--- config.mk ---
export PLATFORM = sky130hd
export DESIGN_NAME = ram_sdp_init_flat
export DESIGN_NICKNAME = d
export VERILOG_FILES = /design/src/rtl/ram_sdp_init_if.sv /design/src/rtl/ram_sdp_init.sv /design/src/flat_wrapper.sv
export SDC_FILE = /design/constraint.sdc
export NUM_CORES = 1
export LEC_CHECK = 0
export CORE_ASPECT_RATIO = 0.75
export CORE_MARGIN = 5
export CORE_UTILIZATION = 55
export CTS_BUF_LIST = sky130_fd_sc_hd__clkbuf_16
export DETAILED_ROUTE_END_ITERATION = 7
export HOLD_SLACK_MARGIN = 0.05
export PLACE_DENSITY = 0.7
export SLEW_MARGIN = 10
export SYNTH_ARGS = -nofsm -noshare
export SYNTH_HDL_FRONTEND = slang
export SYNTH_SLANG_ARGS = --single-unit
--- constraint.sdc ---
create_clock -name clk -period 12.2 [get_ports clk]
set_input_delay 1.83 -clock clk [delete_from_list [all_inputs] [get_ports clk]]
set_output_delay 1.83 -clock clk [all_outputs]
set_load 0.005 [all_outputs]
--- src/rtl/ram_sdp_init_if.sv ---
// Client bus of the simple-dual-port RAM with init sequencer.
// The master drives requests; the slave (the RAM) returns status and read data.
interface ram_sdp_init_if #(
  parameter int DATA_W = 9,
  parameter int ADDR_W = 7
);
  logic              init_req;
  logic              busy;
  logic              wr_en;
  logic [ADDR_W-1:0] wr_addr;
  logic [DATA_W-1:0] data;
  logic              rd_en;
  logic [ADDR_W-1:0] rd_addr;
  logic [DATA_W-1:0] q;
  logic              rd_valid;
  logic              err;

  modport master (
    output init_req, wr_en, wr_addr, data, rd_en, rd_addr,
    input  busy, q, rd_valid, err
  );

  modport slave (
    input  init_req, wr_en, wr_addr, data, rd_en, rd_addr,
    output busy, q, rd_valid, err
  );
endinterface

--- src/rtl/ram_sdp_init.sv ---
// Simple-dual-port RAM with registered, write-first read and a hardware
// sweep that fills every word with INIT_VAL after reset or on request.
// The array itself has no reset; its content is defined once a sweep ends.
module ram_sdp_init #(
  parameter int              DATA_W   = 9,
  parameter int              ADDR_W   = 7,
  parameter int              DEPTH    = 128,
  parameter logic [DATA_W-1:0] INIT_VAL = '0
) (
  input logic          clk,
  input logic          rst_n,
  ram_sdp_init_if.slave bus
);

  typedef enum logic {ST_INIT, ST_IDLE} state_t;

  // One extra bit so DEPTH == 2**ADDR_W is representable.
  localparam logic [ADDR_W:0]   DEPTH_W  = (ADDR_W+1)'(DEPTH);
  localparam logic [ADDR_W-1:0] LAST_PTR = ADDR_W'(DEPTH - 1);

  state_t            state;
  logic [ADDR_W-1:0] ptr;
  logic [DATA_W-1:0] q;
  logic              rd_valid;
  logic              err;

  logic [DATA_W-1:0] mem [0:DEPTH-1];

  logic              idle;
  logic              wr_ok;
  logic              rd_ok;
  logic              mem_we;
  logic [ADDR_W-1:0] mem_waddr;
  logic [DATA_W-1:0] mem_wdata;

  assign idle  = (state == ST_IDLE);
  assign wr_ok = ({1'b0, bus.wr_addr} < DEPTH_W);
  assign rd_ok = ({1'b0, bus.rd_addr} < DEPTH_W);

  // Single write port: the sweep owns it while busy, the user otherwise.
  always_comb begin
    mem_we    = 1'b1;
    mem_waddr = ptr;
    mem_wdata = INIT_VAL;
    if (idle) begin
      mem_we    = bus.wr_en & wr_ok;
      mem_waddr = bus.wr_addr;
      mem_wdata = bus.data;
    end
  end

  // Array write, no reset so it maps onto block RAM.
  always_ff @(posedge clk) begin
    if (mem_we) begin
      mem[mem_waddr] <= mem_wdata;
    end
  end

  // Sequencer FSM plus registered read data and status pulses.
  always_ff @(posedge clk or negedge rst_n) begin
    if (!rst_n) begin
      state    <= ST_INIT;
      ptr      <= '0;
      q        <= '0;
      rd_valid <= 1'b0;
      err      <= 1'b0;
    end else begin
      rd_valid <= 1'b0;
      err      <= 1'b0;
      case (state)
        ST_INIT: begin
          // User accesses are dropped while the sweep runs.
          err <= bus.wr_en | bus.rd_en;
          if (ptr == LAST_PTR) begin
            state <= ST_IDLE;
            ptr   <= '0;
          end else begin
            ptr <= ptr + 1'b1;
          end
        end
        default: begin
          if (bus.wr_en && !wr_ok) begin
            err <= 1'b1;
          end
          if (bus.rd_en) begin
            rd_valid <= 1'b1;
            if (!rd_ok) begin
              q   <= '0;
              err <= 1'b1;
            end else if (bus.wr_en && (bus.wr_addr == bus.rd_addr)) begin
              // Write-first: a same-cycle write to the read address wins.
              q <= bus.data;
            end else begin
              q <= mem[bus.rd_addr];
            end
          end
          // Accesses of this cycle still complete before the new sweep.
          if (bus.init_req) begin
            state <= ST_INIT;
            ptr   <= '0;
          end
        end
      endcase
    end
  end

  assign bus.busy     = (state == ST_INIT);
  assign bus.q        = q;
  assign bus.rd_valid = rd_valid;
  assign bus.err      = err;

endmodule

--- src/flat_wrapper.sv ---
// flat-port wrapper written by rule: the top's interface ports become plain ports
module ram_sdp_init_flat 
#(
  parameter int              DATA_W   = 9,
  parameter int              ADDR_W   = 7,
  parameter int              DEPTH    = 128,
  parameter logic [DATA_W-1:0] INIT_VAL = '0
)
  (clk, rst_n, bus_init_req, bus_wr_en, bus_wr_addr, bus_data, bus_rd_en, bus_rd_addr, bus_busy, bus_q, bus_rd_valid, bus_err);
  ram_sdp_init_if #(.DATA_W(DATA_W), .ADDR_W(ADDR_W)) bus_i ();
  input logic clk;
  input logic rst_n;
  input wire logic [$bits(bus_i.init_req)-1:0] bus_init_req;
  input wire logic [$bits(bus_i.wr_en)-1:0] bus_wr_en;
  input wire logic [$bits(bus_i.wr_addr)-1:0] bus_wr_addr;
  input wire logic [$bits(bus_i.data)-1:0] bus_data;
  input wire logic [$bits(bus_i.rd_en)-1:0] bus_rd_en;
  input wire logic [$bits(bus_i.rd_addr)-1:0] bus_rd_addr;
  output wire logic [$bits(bus_i.busy)-1:0] bus_busy;
  output wire logic [$bits(bus_i.q)-1:0] bus_q;
  output wire logic [$bits(bus_i.rd_valid)-1:0] bus_rd_valid;
  output wire logic [$bits(bus_i.err)-1:0] bus_err;
  assign bus_i.init_req = bus_init_req;
  assign bus_i.wr_en = bus_wr_en;
  assign bus_i.wr_addr = bus_wr_addr;
  assign bus_i.data = bus_data;
  assign bus_i.rd_en = bus_rd_en;
  assign bus_i.rd_addr = bus_rd_addr;
  assign bus_busy = bus_i.busy;
  assign bus_q = bus_i.q;
  assign bus_rd_valid = bus_i.rd_valid;
  assign bus_err = bus_i.err;
  ram_sdp_init #(.DATA_W(DATA_W), .ADDR_W(ADDR_W), .DEPTH(DEPTH), .INIT_VAL(INIT_VAL)) u_core (.clk(clk), .rst_n(rst_n), .bus(bus_i));
endmodule
==> metrics.yaml <==
layout.nets: 2444
ys_ff_latch: 1171
vdd_drop_max_mv: 0.151
synth-edff-count: 1152
finalSetupViolCount: 0
dp_hpwl_mm: 75.9
totalWireLength_mm: 124
worstSetupStartpointType: "input port"
fmax_ghz: 0.170
power.density_nw_per_um2: 170
drt-pass1-iter-count: 7
synth_warnings: 0
async_reset_ff_frac: 0.0162
placed_area_sq_um: 47700
drcViolationCount: 0
ant_nets: 0
post_cts_resized: 0
slew_violations: 0
clkTransAtPathRegs_ps: 60
layout_min_cycle_time_ps: 5870
status: "finished, final reports clean"
drive_gt1_frac: 0.182
cts.htree.levels: 3
crit_path_end_kind: "flop"
ioPinCount: 40
yosysUniqueCellTypes: 76
crit_required_ps: 12750
grt_pass1_wl_mm: 176
multi_input_area_sq_um: 10400
cts_hold_buf: 0
antenna_found_initial: 3
r2r_setup_slack_ps: 7870
min_from: "u_core.ptr[5]"
grt.total_usage: 0.273
final_common_cell: "edfxtp_1"
placement.io_buffers: 39
cts_inserted_buffers: 106
fin_util: 0.610
place_ws_ps: 5780
cts_buffer_depth: 3
die_w_microns: 345
syn-cell-area_sq_um: 46300
hold_viol_final: 0
clk_latency_ps: 680
start_util: 0.553
setup_tns_ps: 0
worst_r2r_path_depth: 5
cts_root_buf: "clkbuf_16"
place_inst: 3435
critPathArrivalTime_ps: 6420
skew_ps: 29.2
via_count: 24700
gp_congestion: 0.970
post_drt_wl_per_cell_microns: 34.0
finalPower_mw: 8.71
die_y_microns: 261
worst_slack_ps: 6330
layout_common_cells: "edfxtp_1 (1152), mux4_2 (212), mux2i_1 (158)"
startpoint: "bus_rd_addr[0]"
fin_area_sq_um: 51100
cap_violations: 0
reg2reg_from: "u_core.idle"
cts_tree: "built"
rsz0062_at_grt: "no"
synth-seq-area-share: 0.757
viasPerCell: 6.79
syn_avg_cell_area_sq_um: 19.7
cts_setup_buffers: 0
synth_ff_type: "edfxtp_1"
synth_nets: 2384
cts_sinks: 1171
timing.rr.end: "u_core.mem[117][3]"
tightest_slew_ps: 1360
maxSlewHeadroom: 0.0946
grt_max_degree: 119
syn_inst: 2355
leakage_nw: 16.4
area_growth_pct: 10.2
nFillCells: 5925
design.die.area_sq_um: 90200
grt_pass1_vias: 23800
regArea_sq_um: 35100
core_area_sq_um: 83800
crit_path_end: "u_core.bus.q[2]"
crit_type: "in2reg"
hp-class: "reg2reg"
crit_fanout: 100
drt-initial-drc-count: 3567
rows: 92
post-route-period-util: 0.481
grt_overflow_total: 0
hold_slack_ps: 589
stdcell_count: 3631
[report_power, final]
| part | switching, mW | leakage [nW] | internal (mW) | total (mW) |
|---|---|---|---|---|
| Sequential | 0.0680 | 10.9 | 4.55 | 4.62 |
| Clock | 1.43 | 1.71 | 1.81 | 3.25 |
| Combinational | 0.604 | 3.80 | 0.234 | 0.839 |
| Total | 2.10 | 16.4 | 6.60 | 8.71 |
[final cells by class]
class                      count  area share
sequential                  1171       0.687
multi-input combinational   1034       0.204
antenna                        2   0.0000980
tap                         1128      0.0276
timing repair buffer          84      0.0146
clock buffer                 110      0.0539
inverter                      18     0.00132
clock inverter                84      0.0121
[sequential cells by signal (all words and copies together) (netlist names)]
name                 flops
u_core.mem            1152
u_core.bus.q             9
u_core.ptr               7
u_core.bus.err           1
u_core.bus.rd_valid      1
u_core.idle              1
[layer usage]
metal / track usage / part of all wire / up-vias
li1: - / - / 9862
met1: 0.401 / 0.39 / 12800
met2: 0.391 / 0.43 / 1769
met3: 0.100 / 0.15 / 274
met4: 0.0782 / 0.032 / 4
met5: 0 / 0.0011 / -
[synth_stat cells (all sizes together), types with 7 or more instances]
cell	number	area [sq um]
nor3	15	75.1
a211oi	16	120
o221ai	32	280
mux2i	158	1580
nor2b	15	93.8
a21oi	41	205
a22oi	50	375
inv	17	63.8
nand2	72	270
o21ai	29	145
buf	80	686
edfxtp	1152	34600
dfrtp	19	475
xnor2	7	68.8
a22o	7	61.3
mux2	11	124
and2	10	62.6
nand4	10	62.6
clkbuf	52	195
o22ai	35	219
a221oi	17	155
nor2	160	601
mux4	215	4850
nand3	34	175
o31ai	8	65.1
nand2b	12	75.1
[worst min-delay path by stage]
stage	end	slack (ps)	depth (start not counted)
floorplan	u_core.bus.q[2]	510	2
global placement	u_core.ptr[5]	560	2
detailed placement	u_core.ptr[5]	560	2
CTS	u_core.ptr[5]	580	2
global route	u_core.ptr[1]	600	1
finish	u_core.ptr[5]	590	2
[kinds of logic (layout without fill, tap and decap cells)]
family	after synthesis	after routing	synth area share
compound gates	286	286	0.0446
xor+xnor	10	10	0.00205
fa+ha+maj	1	1	0.000270
buf+inv	150	296	0.0205
flops	1171	1171	0.757
mux	384	384	0.142
other cells	0	2	0
simple gates	353	353	0.0343
[worst max-delay path, cell delays in order]
cell	delay [ps]
buf_8	600
buf_4	840
buf_12	650
mux4_2	650
a2111oi_0	1100
a41oi_1	240
nand4_1	210
o31ai_1	90
Power figures use the tool's default switching activity.
